## src/rtl/load_store_unit_if.sv

```systemverilog
// Word-wide data memory bus seen by the load/store unit.
// The LSU drives address/enables/data; memory returns a combinational read word.
interface load_store_unit_if;
  logic        o_mem_valid;
  logic        o_mem_read_enable;
  logic        o_mem_write_enable;
  logic [31:0] o_mem_address;
  logic [31:0] o_mem_write_data;
  logic [31:0] i_mem_read_data;

  modport master (
    output o_mem_valid,
    output o_mem_read_enable,
    output o_mem_write_enable,
    output o_mem_address,
    output o_mem_write_data,
    input  i_mem_read_data
  );

  modport slave (
    input  o_mem_valid,
    input  o_mem_read_enable,
    input  o_mem_write_enable,
    input  o_mem_address,
    input  o_mem_write_data,
    output i_mem_read_data
  );
endinterface

```

## src/rtl/load_store_unit.sv

```systemverilog
// MEM-stage front end: sub-word lane select/extend and RMW sub-word stores.
// Optional LSU_MISALIGN_TRAP_EN suppresses misaligned accesses and pulses o_misaligned.
module load_store_unit #(
  parameter int DATA_WIDTH = 32,
  parameter int MEM_DEPTH  = 1024
) (
  input  logic                  i_clk,
  input  logic                  i_reset,
  input  logic                  i_valid,
  input  logic                  i_mem_read,
  input  logic                  i_mem_write,
  input  logic [1:0]            i_size,
  input  logic                  i_unsigned,
  input  logic [DATA_WIDTH-1:0] i_address,
  input  logic [DATA_WIDTH-1:0] i_store_data,
  load_store_unit_if.master     mem,
  output logic [31:0]           o_load_data,
  output logic                  o_load_valid,
  output logic                  o_stall,
  output logic                  o_misaligned
);

  typedef enum logic {IDLE, RMW_WRITE} state_e;

  state_e      state_q, state_d;
  logic [31:0] merge_q, merge_d;
  logic [31:0] load_data_q, load_data_d;
  logic        load_valid_q, load_valid_d;
  logic        misaligned_q, misaligned_d;

  logic        is_byte, is_half, is_word;
  logic        misalign;
  logic        rd_en, wr_en;
  logic [31:0] wdata;
  logic [31:0] rdata;
  logic [31:0] shifted;
  logic [7:0]  byte_sel;
  logic [15:0] half_sel;
  logic [31:0] ext;
  logic [31:0] lane_mask;
  logic [31:0] lane_data;
  logic [31:0] merged;
  logic        unused_cfg;

  assign unused_cfg = (MEM_DEPTH == 0) ^ (DATA_WIDTH == 0);

  assign is_byte = (i_size == 2'b00);
  assign is_half = (i_size == 2'b01);
  assign is_word = i_size[1];

`ifdef LSU_MISALIGN_TRAP_EN
  assign misalign = (is_half & i_address[0])
                  | (is_word & (|i_address[1:0]));
`else
  assign misalign = 1'b0;
`endif

  assign rdata    = mem.i_mem_read_data;
  assign shifted  = rdata >> {i_address[1:0], 3'b000};
  assign byte_sel = shifted[7:0];
  assign half_sel = i_address[1] ? rdata[31:16] : rdata[15:0];

  // Pick the load lane and sign/zero extend it
  always_comb begin
    ext       = rdata;
    lane_mask = 32'hFFFF_FFFF;
    lane_data = i_store_data;
    unique case (1'b1)
      is_byte: begin
        ext       = {{24{~i_unsigned & byte_sel[7]}}, byte_sel};
        lane_mask = 32'h0000_00FF << {i_address[1:0], 3'b000};
        lane_data = {4{i_store_data[7:0]}};
      end
      is_half: begin
        ext       = {{16{~i_unsigned & half_sel[15]}}, half_sel};
        lane_mask = i_address[1] ? 32'hFFFF_0000 : 32'h0000_FFFF;
        lane_data = {2{i_store_data[15:0]}};
      end
      default: begin
        ext       = rdata;
        lane_mask = 32'hFFFF_FFFF;
        lane_data = i_store_data;
      end
    endcase
  end

  assign merged = (rdata & ~lane_mask) | (lane_data & lane_mask);

  // Next-state, memory enables and registered-output updates
  always_comb begin
    state_d      = state_q;
    merge_d      = merge_q;
    load_data_d  = load_data_q;
    load_valid_d = 1'b0;
    misaligned_d = 1'b0;
    rd_en        = 1'b0;
    wr_en        = 1'b0;
    wdata        = i_store_data;
    o_stall      = 1'b0;
    unique case (state_q)
      IDLE: begin
        if (i_valid) begin
          if (misalign & (i_mem_read | i_mem_write)) begin
            misaligned_d = 1'b1;
          end else if (i_mem_write) begin
            if (is_word) begin
              wr_en = 1'b1;
            end else begin
              rd_en   = 1'b1;
              o_stall = 1'b1;
              merge_d = merged;
              state_d = RMW_WRITE;
            end
          end else if (i_mem_read) begin
            rd_en        = 1'b1;
            load_data_d  = ext;
            load_valid_d = 1'b1;
          end
        end
      end
      RMW_WRITE: begin
        wr_en   = 1'b1;
        wdata   = merge_q;
        state_d = IDLE;
      end
      default: state_d = IDLE;
    endcase
  end

  // State and registered outputs
  always_ff @(posedge i_clk) begin
    if (i_reset) begin
      state_q      <= IDLE;
      merge_q      <= '0;
      load_data_q  <= '0;
      load_valid_q <= 1'b0;
      misaligned_q <= 1'b0;
    end else begin
      state_q      <= state_d;
      merge_q      <= merge_d;
      load_data_q  <= load_data_d;
      load_valid_q <= load_valid_d;
      misaligned_q <= misaligned_d;
    end
  end

  assign mem.o_mem_read_enable  = rd_en;
  assign mem.o_mem_write_enable = wr_en & ~i_reset;
  assign mem.o_mem_valid        = rd_en | (wr_en & ~i_reset);
  assign mem.o_mem_address      = {2'b00, i_address[31:2]};
  assign mem.o_mem_write_data   = wdata;

  assign o_load_data  = load_data_q;
  assign o_load_valid = load_valid_q;
  assign o_misaligned = misaligned_q;

endmodule

```

## src/flat_wrapper.sv

```systemverilog
// flat-port wrapper written by rule: the top's interface ports become plain ports
module load_store_unit_flat 
#(
  parameter int DATA_WIDTH = 32,
  parameter int MEM_DEPTH  = 1024
)
  (i_clk, i_reset, i_valid, i_mem_read, i_mem_write, i_size, i_unsigned, i_address, i_store_data, o_load_data, o_load_valid, o_stall, o_misaligned, mem_o_mem_valid, mem_o_mem_read_enable, mem_o_mem_write_enable, mem_o_mem_address, mem_o_mem_write_data, mem_i_mem_read_data);
  load_store_unit_if mem_i ();
  input  logic i_clk;
  input  logic i_reset;
  input  logic i_valid;
  input  logic i_mem_read;
  input  logic i_mem_write;
  input  logic [1:0] i_size;
  input  logic i_unsigned;
  input  logic [DATA_WIDTH-1:0] i_address;
  input  logic [DATA_WIDTH-1:0] i_store_data;
  output logic [31:0] o_load_data;
  output logic o_load_valid;
  output logic o_stall;
  output logic o_misaligned;
  output wire logic [$bits(mem_i.o_mem_valid)-1:0] mem_o_mem_valid;
  output wire logic [$bits(mem_i.o_mem_read_enable)-1:0] mem_o_mem_read_enable;
  output wire logic [$bits(mem_i.o_mem_write_enable)-1:0] mem_o_mem_write_enable;
  output wire logic [$bits(mem_i.o_mem_address)-1:0] mem_o_mem_address;
  output wire logic [$bits(mem_i.o_mem_write_data)-1:0] mem_o_mem_write_data;
  input wire logic [$bits(mem_i.i_mem_read_data)-1:0] mem_i_mem_read_data;
  assign mem_o_mem_valid = mem_i.o_mem_valid;
  assign mem_o_mem_read_enable = mem_i.o_mem_read_enable;
  assign mem_o_mem_write_enable = mem_i.o_mem_write_enable;
  assign mem_o_mem_address = mem_i.o_mem_address;
  assign mem_o_mem_write_data = mem_i.o_mem_write_data;
  assign mem_i.i_mem_read_data = mem_i_mem_read_data;
  load_store_unit #(.DATA_WIDTH(DATA_WIDTH), .MEM_DEPTH(MEM_DEPTH)) u_core (.i_clk(i_clk), .i_reset(i_reset), .i_valid(i_valid), .i_mem_read(i_mem_read), .i_mem_write(i_mem_write), .i_size(i_size), .i_unsigned(i_unsigned), .i_address(i_address), .i_store_data(i_store_data), .mem(mem_i), .o_load_data(o_load_data), .o_load_valid(o_load_valid), .o_stall(o_stall), .o_misaligned(o_misaligned));
endmodule
```

## config.mk

```make
export PLATFORM = sky130hd
export DESIGN_NAME = load_store_unit_flat
export DESIGN_NICKNAME = d
export VERILOG_FILES = /design/src/rtl/load_store_unit_if.sv /design/src/rtl/load_store_unit.sv /design/src/flat_wrapper.sv
export SDC_FILE = /design/constraint.sdc
export NUM_CORES = 1
export LEC_CHECK = 0
export ABC_AREA = 1
export BUFFER_PORTS_ARGS = -buffer_cell sky130_fd_sc_hd__buf_2
export CORE_MARGIN = 10
export CORE_UTILIZATION = 35
export DETAILED_ROUTE_END_ITERATION = 10
export GPL_ROUTABILITY_DRIVEN = 0
export GPL_TIMING_DRIVEN = 0
export PLACE_DENSITY_LB_ADDON = 0.15
export SYNTH_ARGS = -nofsm -noshare
export SYNTH_HDL_FRONTEND = slang
export SYNTH_SLANG_ARGS = --single-unit
```

## constraint.sdc

```tcl
create_clock -name i_clk -period 1.4 [get_ports i_clk]
set_clock_uncertainty 0.15 [all_clocks]
set_input_delay 0.07 -clock i_clk [delete_from_list [all_inputs] [get_ports i_clk]]
set_output_delay 0.07 -clock i_clk [all_outputs]
set_load 0.02 [all_outputs]
```

==> results of run 1 <==
synth_stat cells:
library cell  number  area [um2]
a21boi_2           1        11.3
a21oi_1           28         140
a21oi_4            1        16.3
a221oi_1           1        8.76
a31oi_1            8        50.1
a41oi_1            1        8.76
buf_1              2        7.51
buf_2             17        85.1
buf_4             37         278
buf_6              1        11.3
clkbuf_1          16        60.1
conb_1             1        3.75
dfxtp_1           66        1320
inv_1             89         334
inv_2              2        7.51
nand2_1          191         717
nand2_2            3        18.8
nand2_4            2        22.5
nand3_1           35         175
nand4_1            6        37.5
nand4_2            1        12.5
nor2_1            56         210
nor3_4             2        32.5
nor4_1             1        6.26
o211ai_1          18         135
o21ai_0           99         495
o21ai_1            5        25.0
o22ai_1            7        43.8
or2_2              8        50.1
per-stage QoR:
| step | hold slack [ps] | std cells | worst slack (ps) | total power (uW) | util [%] |
|---|---|---|---|---|---|
| 4_1_cts | 4.82 | 1135 | -291 | 6280 | 59.1 |
| 3_5_place_dp | 212 | 1046 | -316 | 3430 | 45.1 |
| 2_1_floorplan | -1.34 | 707 | -52.0 | 2910 | - |
| 6_report | 2.00 | 1143 | -324 | 6420 | 62.4 |
| 5_1_grt | 23.2 | 1143 | -354 | 6660 | 62.4 |
| 3_3_place_gp | 212 | 1046 | -333 | 3430 | 45.1 |
cell families after synthesis:
kind of cell	after synthesis	synth area share (%)
buffers and inverters	164	18.1
other	1	0.0867
flip-flops	66	30.5
AO/OA/AOI/OAI	169	21.6
AND/OR/NAND/NOR	305	29.7
layer usage:
metal / share of wire, % / vias up
met5: 0 / -
met4: 2.7 / 0
met3: 8.6 / 40
met2: 46 / 276
met1: 43 / 2693
li1: - / 2764
layout by cell type (no fill, tap or decap), types with 4 or more instances in the layout:
cell,instances
nand3_2,4
nand2_2,14
a21oi_2,13
o21ai_4,9
a21oi_1,14
clkbuf_1,11
nand3_1,31
buf_16,7
inv_1,88
nand2_1,175
nand4_1,6
nand2_4,7
buf_6,40
buf_12,8
o211ai_1,18
buf_2,146
dfxtp_1,65
o21ai_2,28
a31oi_1,8
o21ai_1,43
o21ai_0,24
nor2_1,55
dlygate4sd3_1,39
or2_2,7
buf_4,53
buf_8,13
clkbuf_16,14
o22ai_1,7
area by class of cell:
| type | count | area [um2] |
|---|---|---|
| Tap cell | 168 | 210 |
| Fill cell | 1148 | 4530 |
| Timing Repair Buffer | 251 | 2040 |
| Buffer | 73 | 672 |
| Sequential cell | 66 | 1320 |
| Clock buffer | 12 | 246 |
| Inverter | 91 | 350 |
| Multi-Input combinational cell | 477 | 2610 |
| Antenna cell | 1 | 2.50 |
| Clock inverter | 4 | 75.1 |
final timing paths:
check / to / cells past startpoint / slack [ps]
setup / recovery: mem_o_mem_write_data[9] / 7 / -320
hold / removal: u_core.o_load_data[21]$_SDFFE_PP0P_ / 5 / 2
hold reg to reg: u_core.merge_q[19]$_SDFFE_PP0P_ / 2 / 340
setup reg to reg: u_core.merge_q[12]$_SDFFE_PP0P_ / 10 / -270
critical path, cell delays in order (launching register included):
cell	delay (ps)
dfxtp_2	330
buf_8	120
buf_4	130
buf_8	130
buf_6	130
nand2_1	120
o21ai_4	70
buf_6	130
what timing repair did:
action                                 CTS  global route
gates resized for setup                211            74
endpoints found under the hold margin   35             0
pin swaps                               27            14
hold buffers                            39             0
buffers inserted                        22             5
setup endpoints to repair              101           101
gates cloned                            12             3
registers in the layout (all words and copies together) (netlist names):
signal / cells
u_core.merge_q: 32
u_core.o_load_data: 32
u_core.o_load_valid: 1
u_core.state_q: 1
power groups by stage:
| stage | Sequential, uW | Clock, uW | Combinational (uW) |
|---|---|---|---|
| after CTS | 2020 | 2510 | 1740 |
| after detailed placement | 2060 | 0 | 1370 |
| final | 2030 | 2510 | 1880 |
| after global placement | 2060 | 0 | 1370 |
| after floorplan | 2110 | 0 | 798 |
| after global routing | 2040 | 2610 | 2010 |
==> results by group, run 1 <==
Floorplan
  – Die area: between 15000 and 20000 um2
  – Core Rows: 40
  – Core area: 12100 um2
  – Die width: 131 um
  – Die Y: 131 um
  – # IOs: approximately 210
  – Initial core utilization: a little over a third

Critical path
  – Setup crit start kind: flip-flop
  – Critical path arrival: 1500 ps
  – Worst Path Max Fanout: 5
  – CP Data Required Time: 1180 ps
  – Crit Path Class: flip-flop to primary output
  – Reg2reg start: u_core.state_q$_SDFF_PP0_
  – CP endpoint kind: primary output
  – Critical path origin: u_core.state_q$_SDFF_PP0_

Power
  – Clock power share: 39.1%
  – Lkg Pwr: between 0.003 and 0.004 uW
  – Int Pwr: between 4000 and 5000 uW
  – Power per cell area: ~850 nW/um2
  – Maximum ir drop on the vdd rail: 472 uV
  – Logic pwr share: 29.3%
  – Sw Share: 31.4%
  – Net switching power: 2020 uW
  – Sequential power share: 31.6%

Global route
  – Met1 usage: 28.3%
  – Remaining global-route overflow: 0
  – GR Util met2: between 30% and 40%
  – First-pass GRT wire length: 31100 um
  – Tot GR Track Use: 22.4%
  – Initial antenna violation count: 1
  – Vias in the first global route: 5616
  – Largest net degree at the start of global routing: 12
  – Top Usage Layer GRT: met2
  – Global Route met3 Usage: 6.63%

STA
  – Unrepaired setup endpoints after global routing: true
  – Post-layout min period: 1720 ps
  – Setup WS post-layout: -324 ps
  – Final hold vios: 0
  – Fin. max-slew vios: 0
  – Fmax: 580 MHz
  – # setup viols final: 100
  – Setup_tns: -17240 ps
  – Final period utilization: 123%
  – Worst slew margin: 48.4%
  – Least-Margin Pin Slew: 774 ps

Job
  – Max-cap violations: 0

Detailed routing
  – Via count: 5773
  – # DRC: 0
  – Vias per cell: 5.05
  – Detail Route Antenna Nets: 0
  – Drt initial violations: around 480
  – Drt first pass iters: 5
  – Post-Route WL: 20900 um
  – Wire per inst: 18.3 um

Outcome
  – Failing checks: negative setup slack
  – Outcome: finished, violations left

Clocking
  – CTS tree: built
  – Clock Latency Late Sink: 340 ps
  – Maximum clock path buffer count: 2
  – CTS Buf Count: 9
  – Clock Root Buffer: clkbuf_16
  – Clk slew on worst S/H paths: ~60 ps
  – H-tree Lvls: 3
  – Clock sink total: 66

Finish
  – Nets@finish: 1073
  – Area grow syn2layout: 74.1%
  – Layout cell share with drive strength beyond 1: 39.4%
  – Fin area: 7530 um2

Logic synthesis
  – Mapped Avg Cell Area: 6.14 um2
  – Yosys reg bits: 66
  – Ys Warns: 0
  – Sequential-to-total area share from yosys stat: 30.5%
  – Synth unique cells: 29
  – Mapped cell area: 4330 um2
  – Synth Instances: 705

Hold path
  – Hold Crit Start: mem_i_mem_read_data[21]
  – Tightest Hold Check Type: input port to flip-flop

Place
  – Area after DPL: approximately 5400 um2
  – Placed wire-length estimate: 14500 um
  – PortBufs: 171
Note: power is estimated with default switching activity, not from simulation.
==> inputs of run 2 (changes only) <==
- GPL_TIMING_DRIVEN: 0 -> default
==> run 2 against run 1 <==
The run still ends with negative setup slack left. Count of clock-buffer cells in the layout fell by 1. Sequential power barely moved. Global-route usage fell by 0.86 points. Combinational power rose by 4%. Non-clock buffer count fell by 33. Final area rose by 3.6%. Fmax fell by 0.56%. Flip-flop and latch count did not move. Wire length fell by 0.75%. First-iteration DRC count fell by 12%.
==> results by group, run 2 (synthesized netlist as in run 1, its figures left out) <==
Outcome
  – Outcome: finished, violations left
  – Failing checks: negative setup slack

STA
  – Setup_tns: -17970 ps
  – # setup viols final: around 100
  – Final hold vios: 0
  – Fmax: 577 MHz
  – Final period utilization: 124%
  – Post-layout min period: 1730 ps
  – Unrepaired setup endpoints after global routing: true
  – Fin. max-slew vios: 0
  – Setup WS post-layout: -334 ps

Power
  – Design Power: 6360 uW
  – Power per cell area: 816 nW/um2
  – Maximum ir drop on the vdd rail: ~480 uV
  – Lkg Pwr: 0.00386 uW

Floorplan
  – Initial core utilization: 35.9%
  – Die area: 17200 um2
  – Core Rows: 40
  – Core area: 12100 um2
  – Die Y: 131 um
  – Die width: 131 um
  – # IOs: between 200 and 250

Detailed routing
  – Vias per cell: 5.15
  – Drt initial violations: 420
  – Via count: 5723
  – # DRC: 0
  – Wire per inst: 18.7 um
  – Post-Route WL: 20800 um
  – Drt first pass iters: 4
  – Detail Route Antenna Nets: 0

Finish
  – Most frequent cells in the layout: nand2_1 (167), buf_2 (107), inv_1 (88), dlygate4sd3_1 (66), dfxtp_1 (65)
  – Commonest non-fill, non-tap cell in the layout: nand2_1
  – Final cell count without fillers: 1112
  – Final core utilization: 64.7%
  – Nets@finish: around 1000
  – Area grow syn2layout: 80.4%
  – Layout cell share with drive strength beyond 1: 40.0%

Critical path
  – Worst Path Max Fanout: 7
  – Crit Path Class: flip-flop to primary output
  – Critical path arrival: between 1500 and 2000 ps
  – CP Data Required Time: around 1200 ps
  – Setup crit start kind: flip-flop
  – CP endpoint kind: primary output

Global route
  – Vias in the first global route: between 5000 and 6000
  – Largest net degree at the start of global routing: 24
  – Initial antenna violation count: 1
  – Tot GR Track Use: 21.5%
  – Remaining global-route overflow: 0
  – First-pass GRT wire length: between 30000 and 40000 um

Clocking
  – CTS tree: built
  – Maximum clock path buffer count: 2
  – CTS Buf Count: 9
  – Clock sink total: 66
  – H-tree Lvls: 3
  – Clock Root Buffer: clkbuf_16
  – Clock Latency Late Sink: 340 ps
  – Clk slew on worst S/H paths: 50 ps

Place
  – Placed wire-length estimate: 13200 um
  – Placed cells: 989
  – Post-place setup slack: -140 ps
  – PortBufs: 142

Hold path
  – Tightest Hold Check Type: input port to flip-flop

Job
  – Max-cap violations: 0
==> run 2: changes by cell type in the layout (fill, tap and decap cells not counted), sizes merged <==
| cell | delta |
|---|---|
| clkinvlp | -1 |
| inv | +1 |
| bufinv | -1 |
| dlygate4sd3 | +27 |
| clkinv | +4 |
| buf | -51 |
| clkbuf | -10 |
==> run 2: per-layer routing <==
metal  track usage, %  vias to the layer above  wire length, um
li1                 -                     2708                -
met1             25.1                     2658             8250
met2             35.0                      300             9780
met3             6.82                       57             1930
met4             10.1                        0              819
met5                0                        -                0
==> run 2: timing repair <==
item                                    in CTS  in global routing
endpoints found under the setup margin      97                101
cloned                                      10                 10
gates resized for setup                    163                161
endpoints found under the hold margin       62                  0
hold buffers                                66                  0
buffers inserted                            14                 13
pin swaps                                   25                 48
==> run 2: path summary, 6_finish.rpt <==
| path | from | end | slack, ps | cells after the start |
|---|---|---|---|---|
| max | u_core.state_q$_SDFF_PP0_ | mem_o_mem_write_data[27] | -330 | 4 |
| min reg2reg | u_core.merge_q[21]$_SDFFE_PP0P_ | u_core.merge_q[21]$_SDFFE_PP0P_ | 340 | 2 |
| max reg2reg | u_core.state_q$_SDFF_PP0_ | u_core.merge_q[22]$_SDFFE_PP0P_ | -230 | 9 |
| min | i_store_data[8] | u_core.merge_q[24]$_SDFFE_PP0P_ | 10 | 7 |
==> run 2: report_power, final <==
part	switching, uW	total (uW)	leakage (uW)	internal, uW
sequential	63.4	2040	0.000540	1980
clock	895	2360	0.000151	1470
combinational	1100	1960	0.00317	864
total	2060	6360	0.00386	4310
==> run 2: critical path: stages, from the launching register on <==
cell and delay, ps:
dfxtp_4 370, buf_12 120, clkinvlp_4 200, o21ai_1 260
buf_2 220
==> run 2: cell type report <==
cell class	instances	area, um2
repair inverters	2	27.5
multi-input cells	477	2820
repair buffers	291	2740
fillers	1043	4260
inverters	91	372
well taps	168	210
clock inverters	5	52.6
diodes	1	2.50
flip-flops and latches	66	1330
clock buffers	11	253
==> run 2: per-stage QoR <==
| stage | hold slack [ps] | cell area, um2 |
|---|---|---|
| final | 13.5 | 7800 |
| after global routing | 28.5 | 7800 |
| after CTS | 1.15 | 7060 |
| after detailed placement | -9.86 | 5210 |
| after global placement | -9.86 | 5210 |
| after floorplan | -1.34 | 4370 |
